--- config.mk ---
export PLATFORM = sky130hd
export DESIGN_NAME = oam_dma_ctl
export DESIGN_NICKNAME = d
export VERILOG_FILES = /design/src/rtl/oam_dma_ctl_pkg.sv /design/src/rtl/oam_dma_ctl.sv
export SDC_FILE = /design/constraint.sdc
export NUM_CORES = 1
export LEC_CHECK = 0
export BUFFER_PORTS_ARGS = -buffer_cell sky130_fd_sc_hd__buf_2
export CORE_MARGIN = 4
export CORE_UTILIZATION = 42
export DETAILED_ROUTE_END_ITERATION = 6
export PLACE_DENSITY = 0.85
export SLEW_MARGIN = 20
export SYNTH_ARGS = -nofsm -noshare
export SYNTH_HDL_FRONTEND = slang
export SYNTH_SLANG_ARGS = --single-unit
--- constraint.sdc ---
create_clock -name clk -period 1.6 [get_ports clk]
set_clock_uncertainty 0.1 [all_clocks]
set_input_delay 0.08 -clock clk [delete_from_list [all_inputs] [get_ports clk]]
set_output_delay 0.08 -clock clk [all_outputs]
set_load 0.02 [all_outputs]
--- src/rtl/oam_dma_ctl_pkg.sv ---
// ---------------------------------------------------------------------------
// dma_defs: shared definitions for the sprite (OAM) DMA scheduler.
//   - dma_state_t      : FSM state encoding (3 bits)
//   - DEF_TRIGGER_ADDR : default CPU write address that starts a transfer
//   - DEF_OAM_ADDR     : default destination address for every DMA write
// ---------------------------------------------------------------------------
package dma_defs;

    typedef enum logic [2:0] {
        ST_IDLE  = 3'd0,
        ST_HALT  = 3'd1,
        ST_ALIGN = 3'd2,
        ST_READ  = 3'd3,
        ST_WRITE = 3'd4
    } dma_state_t;

    localparam logic [15:0] DEF_TRIGGER_ADDR = 16'h4014;
    localparam logic [15:0] DEF_OAM_ADDR     = 16'h2004;

endpackage

--- src/rtl/oam_dma_ctl.sv ---
// ---------------------------------------------------------------------------
// oam_dma_ctl: sprite-DMA bus scheduler.
// Watches CPU writes for TRIGGER_ADDR, halts the CPU, then copies 256 bytes
// from page {page,00..FF} to OAM_ADDR as read/write pairs. The external top
// level muxes address / rw / write data onto the memory bus with bus_grant.
//
// Ports:
//   clk, rst_n   : clock, asynchronous active-low reset
//   cpu_addr     : CPU address bus
//   cpu_wdata    : CPU write data (page number on a trigger)
//   cpu_we       : CPU write strobe
//   mem_rdata    : combinational read data from memory
//   cpu_halt     : stall request to the CPU control unit
//   bus_grant    : 1 = DMA owns the memory bus
//   dma_addr     : DMA address
//   dma_rw       : 1 = read, 0 = write
//   dma_wdata    : DMA write data
//   dma_active   : transfer in progress (same as cpu_halt)
// ---------------------------------------------------------------------------
module oam_dma_ctl
    import dma_defs::*;
#(
    parameter logic [15:0] TRIGGER_ADDR = DEF_TRIGGER_ADDR,
    parameter logic [15:0] OAM_ADDR     = DEF_OAM_ADDR
) (
    input  logic        clk,
    input  logic        rst_n,
    input  logic [15:0] cpu_addr,
    input  logic [7:0]  cpu_wdata,
    input  logic        cpu_we,
    input  logic [7:0]  mem_rdata,
    output logic        cpu_halt,
    output logic        bus_grant,
    output logic [15:0] dma_addr,
    output logic        dma_rw,
    output logic [7:0]  dma_wdata,
    output logic        dma_active
);

    dma_state_t state, state_nxt;
    logic       phase;
    logic [7:0] page;
    logic [7:0] idx;
    logic [7:0] data;
    logic       trig;

    assign trig = cpu_we && (cpu_addr == TRIGGER_ADDR);

    always_ff @(posedge clk or negedge rst_n) begin
        if (!rst_n) begin
            state <= ST_IDLE;
            phase <= 1'b0;
            page  <= 8'h00;
            idx   <= 8'h00;
            data  <= 8'h00;
        end else begin
            state <= state_nxt;
            phase <= ~phase;
            if (state == ST_IDLE && trig) begin
                page <= cpu_wdata;
                idx  <= 8'h00;
            end
            if (state == ST_READ)
                data <= mem_rdata;
            // Incrementing on the last WRITE too leaves idx wrapped to 0.
            if (state == ST_WRITE)
                idx <= idx + 8'd1;
        end
    end

    always_comb begin
        state_nxt = state;
        case (state)
            ST_IDLE:  if (trig) state_nxt = ST_HALT;
            // phase=1 here means the next cycle is a get cycle, so reads can
            // start immediately; otherwise burn one cycle to line up.
            ST_HALT:  state_nxt = phase ? ST_READ : ST_ALIGN;
            ST_ALIGN: state_nxt = ST_READ;
            ST_READ:  state_nxt = ST_WRITE;
            ST_WRITE: state_nxt = (idx == 8'hFF) ? ST_IDLE : ST_READ;
            default:  state_nxt = ST_IDLE;
        endcase
    end

    // Moore decodes; while not writing the bus shows an idle read of {page,idx}.
    always_comb begin
        cpu_halt  = (state == ST_HALT) || (state == ST_ALIGN) ||
                    (state == ST_READ) || (state == ST_WRITE);
        bus_grant = (state == ST_READ) || (state == ST_WRITE);
        dma_rw    = (state != ST_WRITE);
        dma_addr  = (state == ST_WRITE) ? OAM_ADDR : {page, idx};
        dma_wdata = data;
        dma_active = cpu_halt;
    end

endmodule
==> results.yml, run 1 <==
die:
  num_rows: 21
  floorplan.initialDensity_pct: 43.8
  core_area_sq_um: 3340
  design.die.area_sq_um: 4490
  die_w_microns: 67.0
  io_pins: 63
  die_height_microns: 67.0
synth:
  async_flop_share_pct: 100
  synth_top_area_cell: "dfrtp_1"
  post_synth.cell_area_avg_sq_um: 9.82
  yosys_warnings: 0
  number_of_enable_flip_flop_cells_after_synthesis: 0
  synth.lib_cells_used.distinct: 39
  synth.yosys.seq_area_share_pct: 47.9
  synthCells: 149
  post_synth_main_area_contributors: "dfrtp_1 (48%), nand2_1 (9.0%), mux2_4 (7.2%)"
  synthesized_nets: 185
  syn_area_sq_um: 1460
  postSynthRegisterBits: 28
  synth_top_cell_area_share_pct: 47.9
  synthFlopType: "dfrtp_1"
setup_path:
  startpoint: "state[2]"
  timing.reg2reg.worst_path_depth: 4
  r2r_setup_slack_ns: -0.20
  critPathKind: "reg -> reg"
  start_kind: "register"
  crit_path_largest_cell_delay_ns: 0.44
  worst_path_cell_trace: "or3_4 -> nor3_4 -> buf_6 -> mux2_4"
  regToRegEndpoint: "page[1]"
  crit_cells: 4
  r2r_start: "state[2]"
  crit_slowest_cell: "dfrtp_1"
  endpoint_kind: "register"
  cp-endpoint: "page[1]"
  critPathMaxFanout: 5
  crit_family: "simple AND/OR/NAND/NOR gates"
  path_buf_inv: 1
  worstPathArrival_ns: 1.93
  required_ns: 1.73
route:
  mean_routed_wirelength_per_cell_microns: 14.4
  detailedRoute.firstIterationViolations: 81
  num_vias: 1412
  routed_via_density: 4.77
  drt-total-wl_mm: 4.25
  firstDrtPassIters: 4
  remaining_drc_errors: 0
  antenna_violating_nets_post_route: 0
pwr:
  power_density_nw_per_um2: 1290
  ir_drop_v: 0.00115
  power_leakage_nw: 1.22
placed_design:
  post-place-ws_ns: -0.0530
  final_gp_congestion: 0.746
  dpl.hpwl_mm: 2.50
  dpl_cell_area_sq_um: 1890
  portBuffers: 62
global_route:
  vias_in_the_first_global_route: 1518
  global_route.peak_usage_layer: "met2"
  globalRouteMet2Util_pct: 36.7
  grt_start_max_net_pins: 29
  grt.met1_usage_pct: 22.4
  met3_track_utilization_from_global_routing_pct: 4.38
  grt_first_pass_wirelength_mm: 6.69
  grt_util_all_layers_pct: 19.9
  initial_antenna_violation_count: 0
  grt-ovfl-total: 0
job:
  max_cap_viol_count: 0
cts:
  tritoncts_num_sinks: 28
  clk-insertion-delay-late_ns: 0.33
  clk_transition_reported_paths_ns: 0.14
  cts_inserted_buffers: 3
  clock_tree_from_tritoncts: "yes"
  h-tree-depth: 1
  cts_buffer_depth: 2
  cts.root.buffer_cell: "clkbuf_4"
finish:
  antenna_cells_inserted: 0
  layout_cells_sized_above_1_pct: 48.8
  final-seq-area_sq_um: 701
  n_fill_cell: 248
  multiInputGateArea_sq_um: 726
  finish.instance_area_sq_um: 2340
  area_delta_synth_final_pct: 60.1
  nets_final: 288
sta:
  timing_hold_violations_final: 0
  report.final.slew_viol_count: 0
  maxSlewHeadroom_pct: 58.3
  max_clock_freq_ghz: 0.557
  min_period_ns: 1.80
  unrepaired_setup_endpoints_after_global_routing: "true"
  post-route-period-util_pct: 112
  finalHoldWorstSlack_ns: 0.125
  max_slew.worst_pin.slew_ns: 0.625
  finalSetupViolCount: 34
  fin_ws_ns: -0.196
worst_hold_path:
  timing.hold.worst_path_depth: 4
  timing.hold.worst.class: "in -> reg"
run_status:
  violations_in_the_final_reports: "negative setup slack"
  outcome: "finished, violations left"
## layout by cell type (no fill, tap or decap), types with 2 or more instances in the layout
cell	Yosys	routed
nor2_1	9	9
buf_6	2	20
xnor2_1	2	2
mux2_2	3	2
nor4_2	2	2
nand2_1	35	32
dfrtp_1	28	28
and3_4	0	2
nor2b_1	2	2
and2_1	9	6
nand3_1	6	6
nand2_2	0	3
o21ai_2	0	2
or3_1	2	2
o31ai_1	2	2
nand2b_1	2	2
nor3_4	1	2
inv_1	7	6
o211ai_1	2	2
dlygate4sd3_1	0	17
buf_4	1	21
mux2_4	7	8
and2_4	0	3
buf_2	4	46
clkbuf_4	0	3
## metrics by stage
| stage | cells | util [%] | power, W | TNS, ns |
|---|---|---|---|---|
| global route | 296 | 70.2 | 0.00323 | -6.73 |
| detailed placement | 264 | 56.5 | 0.00227 | -0.273 |
| floorplan | 149 | - | 0.00183 | -0.382 |
| CTS | 294 | 68.1 | 0.00288 | -2.63 |
| finish | 296 | 70.2 | 0.00302 | -4.23 |
| global placement | 264 | 56.5 | 0.00223 | -0.0622 |
## routing by layer
metal / vias up / share of wire (%)
li1: 698 / -
met1: 663 / 39
met2: 41 / 54
met3: 10 / 4.4
met4: 0 / 2.0
met5: - / 0
## power by group
| part | internal [W] | switching (W) |
|---|---|---|
| registers | 0.000873 | 0.000110 |
| clock network | 0.0000888 | 0.000204 |
| logic | 0.000816 | 0.000927 |
| total | 0.00178 | 0.00124 |
## Yosys cell counts, types with 3 or more instances
cell     number
buf_2         4
inv_1         7
mux2_4        7
nand3_1       6
nand2_1      35
nor2_1        9
mux2_2        3
and2_1        9
dfrtp_1      28
## kinds of logic after synthesis
| group | after synthesis | share of synthesized area [%] |
|---|---|---|
| fa+ha+maj | 1 | 0.855 |
| flops | 28 | 47.9 |
| xor+xnor | 2 | 1.20 |
| buf+inv | 16 | 5.73 |
| compound gates | 12 | 5.65 |
| mux | 10 | 9.50 |
| simple gates | 80 | 29.2 |
## timing repair
| action | in CTS | in global routing |
|---|---|---|
| buffers inserted | 9 | 3 |
| gates resized for setup | 41 | 14 |
| endpoints found under the setup margin | 29 | 45 |
| pin swaps | 5 | 6 |
| gates cloned | 1 | 0 |
| hold buffers | 17 | 0 |
| hold endpoints to repair | 44 | 0 |
## sequential cells by signal, indices dropped and copies added, names as in the netlist
register and cells:
dma_wdata 8, idx 8, page 8, phase 1, state 3
## layout make-up
type                    count  area share [%]
clock buffers               3           0.962
inverters                   9            1.92
repair buffers            104            33.5
repair inverters            1           0.267
multi-input cells         105            31.0
flip-flops and latches     28            29.9
well taps                  46            2.46
## worst min-delay path by stage
stage | startpoint | endpoint | slack, ns
2_1_floorplan | rst_n | dma_wdata[0] | -0.32
3_5_place_dp | rst_n | idx[4] | 0.03
6_report | cpu_addr[14] | state[0] | 0.13
3_3_place_gp | rst_n | idx[4] | 0.02
5_1_grt | cpu_addr[14] | state[0] | 0.15
4_1_cts | cpu_addr[14] | state[0] | 0.10
## worst reg2reg max path, cell delays in order (launching register included)
cell     delay (ns)
dfrtp_1        0.44
or3_4          0.44
nor3_4         0.22
buf_6          0.18
mux2_4         0.31
Power figures use the tool's default switching activity.
==> run 2, diff against run 1 <==
--- a/config.mk
+++ b/config.mk
@@ -5,6 +5,7 @@
 export SDC_FILE = /design/constraint.sdc
 export NUM_CORES = 1
 export LEC_CHECK = 0
+export ABC_AREA = 1
 export BUFFER_PORTS_ARGS = -buffer_cell sky130_fd_sc_hd__buf_2
 export CORE_MARGIN = 4
 export CORE_UTILIZATION = 42
==> run 2 against run 1 <==
  * The flow still finishes with violations (negative setup slack)
  * Largest cell class is now registers
  * Register-to-register slack better by 0.27 ns
  * Clock power is 58% higher
  * Flip-flop and latch count stayed put
  * Clock-buffer cell count stayed put
  * Cell area is 4.5% lower
  * Area after synthesis is 0.60% higher
  * Non-clock buffer count is 13 lower
  * Cell count is 14% higher
  * Worst hold slack worse by 0.044 ns
  * Power is 2.5% lower
  * Via count is 14% higher
  * Die area is 0.54% higher
  * Largest power group unchanged
==> results.yml, run 2 <==
run_status:
  outcome: "finished, violations left"
  violations_in_the_final_reports: "negative setup slack"
synth:
  synth.lib_cells_used.distinct: 23
  syn_area_sq_um: 1470
  async_flop_share_pct: 100
  synth.most_common_cell: "nand2_1"
  yosys_warnings: 0
  post_synth.cell_area_avg_sq_um: 7.32
  synthCells: 201
  synthesized_nets: 237
  synth_top_area_cell: "dfrtp_1"
  synth_top_cell_area_share_pct: 47.6
  post_synth_main_area_contributors: "dfrtp_1 (48%), nand2_1 (17%), nor2_1 (8.2%)"
  number_of_enable_flip_flop_cells_after_synthesis: 0
  postSynthRegisterBits: 28
  synthFlopType: "dfrtp_1"
  post_synth_most_frequent_cells: "nand2_1 (68), nor2_1 (32), dfrtp_1 (28)"
  synth.yosys.seq_area_share_pct: 47.6
cts:
  h-tree-depth: 1
  clock_tree_from_tritoncts: "yes"
  tritoncts_num_sinks: 28
  clk_transition_reported_paths_ns: 0.15
  cts_buffer_depth: 2
  clk-insertion-delay-late_ns: 0.32
  cts.root.buffer_cell: "clkbuf_4"
  cts_inserted_buffers: 3
sta:
  timing_hold_violations_final: 0
  finalSetupViolCount: 19
  unrepaired_setup_endpoints_after_global_routing: "true"
  max_slew.worst_pin.slew_ns: 0.625
  maxSlewHeadroom_pct: 58.3
  max_clock_freq_ghz: 0.587
  fin_ws_ns: -0.105
  report.final.slew_viol_count: 0
  post-route-period-util_pct: 107
  min_period_ns: 1.70
die:
  io_pins: 63
  core_area_sq_um: 3360
  floorplan.initialDensity_pct: 43.7
  die_w_microns: 67.2
  num_rows: 21
  design.die.area_sq_um: 4510
  die_height_microns: 67.2
route:
  remaining_drc_errors: 0
  routed_via_density: 4.78
  detailedRoute.firstIterationViolations: 134
  firstDrtPassIters: 4
  antenna_violating_nets_post_route: 0
  mean_routed_wirelength_per_cell_microns: 11.9
  num_vias: 1605
  drt-total-wl_mm: 3.99
finish:
  nets_final: 327
  area_delta_synth_final_pct: 52.0
  multiInputGateArea_sq_um: 673
  n_fill_cell: 291
  utilization_pct: 66.5
  finish.instance_area_sq_um: 2240
  final_cell_mix: "nand2_1 (68), buf_2 (48), dfrtp_1 (28)"
  final-seq-area_sq_um: 701
  final_common_cell: "nand2_1"
  antenna_cells_inserted: 0
  layout_cells_sized_above_1_pct: 33.4
pwr:
  power_leakage_nw: 1.22
  ir_drop_v: 0.000756
  post-layout-total-power_w: 0.00294
  power_density_nw_per_um2: 1320
global_route:
  initial_antenna_violation_count: 0
  grt_first_pass_wirelength_mm: 6.51
  vias_in_the_first_global_route: 1561
  grt_start_max_net_pins: 29
  grt_util_all_layers_pct: 18.9
  grt-ovfl-total: 0
job:
  max_cap_viol_count: 0
placed_design:
  dpl.hpwl_mm: 2.69
  post-place-ws_ns: 0.109
  portBuffers: 62
  dpl_cell_area_sq_um: 1840
  final_gp_congestion: 0.766
setup_path:
  start_kind: "register"
  crit_slowest_cell: "dfrtp_1"
  required_ns: 1.42
  endpoint_kind: "primary output"
  worst_path_cell_trace: "nor2_2 -> inv_2 -> nor2_4 -> buf_6 -> or2_4 -> buf_6"
  crit_family: "simple AND/OR/NAND/NOR gates"
  critPathMaxFanout: 7
  worstPathArrival_ns: 1.52
  critical-path-top-cell-by-count: "buf_6"
  path_buf_inv: 3
  crit_path_largest_cell_delay_ns: 0.42
  critPathKind: "reg -> out"
worst_hold_path:
  timing.hold.worst.class: "in -> reg"
## run 2: changes by cell type after synthesis, moves of 5 or more
cell / delta
mux2_4: -7
a21oi_1: +5
nand4_1: +8
and2_1: -9
nor2_1: +23
nand2_1: +33
inv_1: +18
## run 2: cells by family after synthesis
logic type | count (synthesis) | synth area share [%]
xor+xnor | 1 | 0.595
buf+inv | 32 | 8.84
fa+ha+maj | 1 | 0.850
flops | 28 | 47.6
simple gates | 127 | 37.8
compound gates | 12 | 4.25
## run 2: what timing repair did
action / in CTS / in global routing
cloned: 1 / 0
hold endpoints to repair: 44 / 0
gates resized for setup: 15 / 25
buffers inserted: 2 / 5
endpoints found under the setup margin: 15 / 36
pin swaps: 3 / 4
hold buffers: 17 / 0
## run 2: path summary, 6_finish.rpt
| path | startpoint | to | slack, ns | depth (start not counted) |
|---|---|---|---|---|
| max | state[1] | dma_addr[13] | -0.10 | 6 |
| max reg2reg | state[1] | state[0] | 0.07 | 8 |
| min in group asynchronous | rst_n | idx[2] | 0.18 | 2 |
| max in group asynchronous | rst_n | dma_wdata[4] | 0.81 | 2 |
| min reg2reg | phase | phase | 0.34 | 1 |
| min | cpu_addr[8] | page[1] | 0.08 | 6 |
## run 2: stage by stage
stage          std cells  hold slack, ns  setup TNS, ns
2_1_floorplan        201          -0.316              0
3_3_place_gp         308          0.0222              0
3_5_place_dp         308          0.0276              0
4_1_cts              332          0.0746          -1.27
5_1_grt              336          0.0963          -3.54
6_report             336          0.0814          -1.27
## run 2: worst min-delay path, delay by kind of cell
kind,cells,cell delay [ns]
simple gates,5,0.32
buf+inv,1,0.09
## run 2: routing by layer
metal	GRT usage [%]	share of wire, %
met1	22.2	40
met2	35.1	53
met3	3.00	5.6
met4	5.82	1.3
met5	0	0
## run 2: cell type report
| cell class | count | share of cell area, % |
|---|---|---|
| Timing Repair Buffer | 91 | 29.2 |
| Clock buffer | 3 | 1.01 |
| Inverter | 26 | 4.48 |
| Clock inverter | 1 | 1.34 |
| Multi-Input combinational cell | 141 | 30.1 |
| Tap cell | 46 | 2.57 |
| Sequential cell | 28 | 31.3 |
## run 2: where the power goes
group | internal [W] | total (W) | switching [W]
Clock | 0.000253 | 0.000462 | 0.000209
Combinational | 0.000646 | 0.00149 | 0.000847
Sequential | 0.000871 | 0.000988 | 0.000117
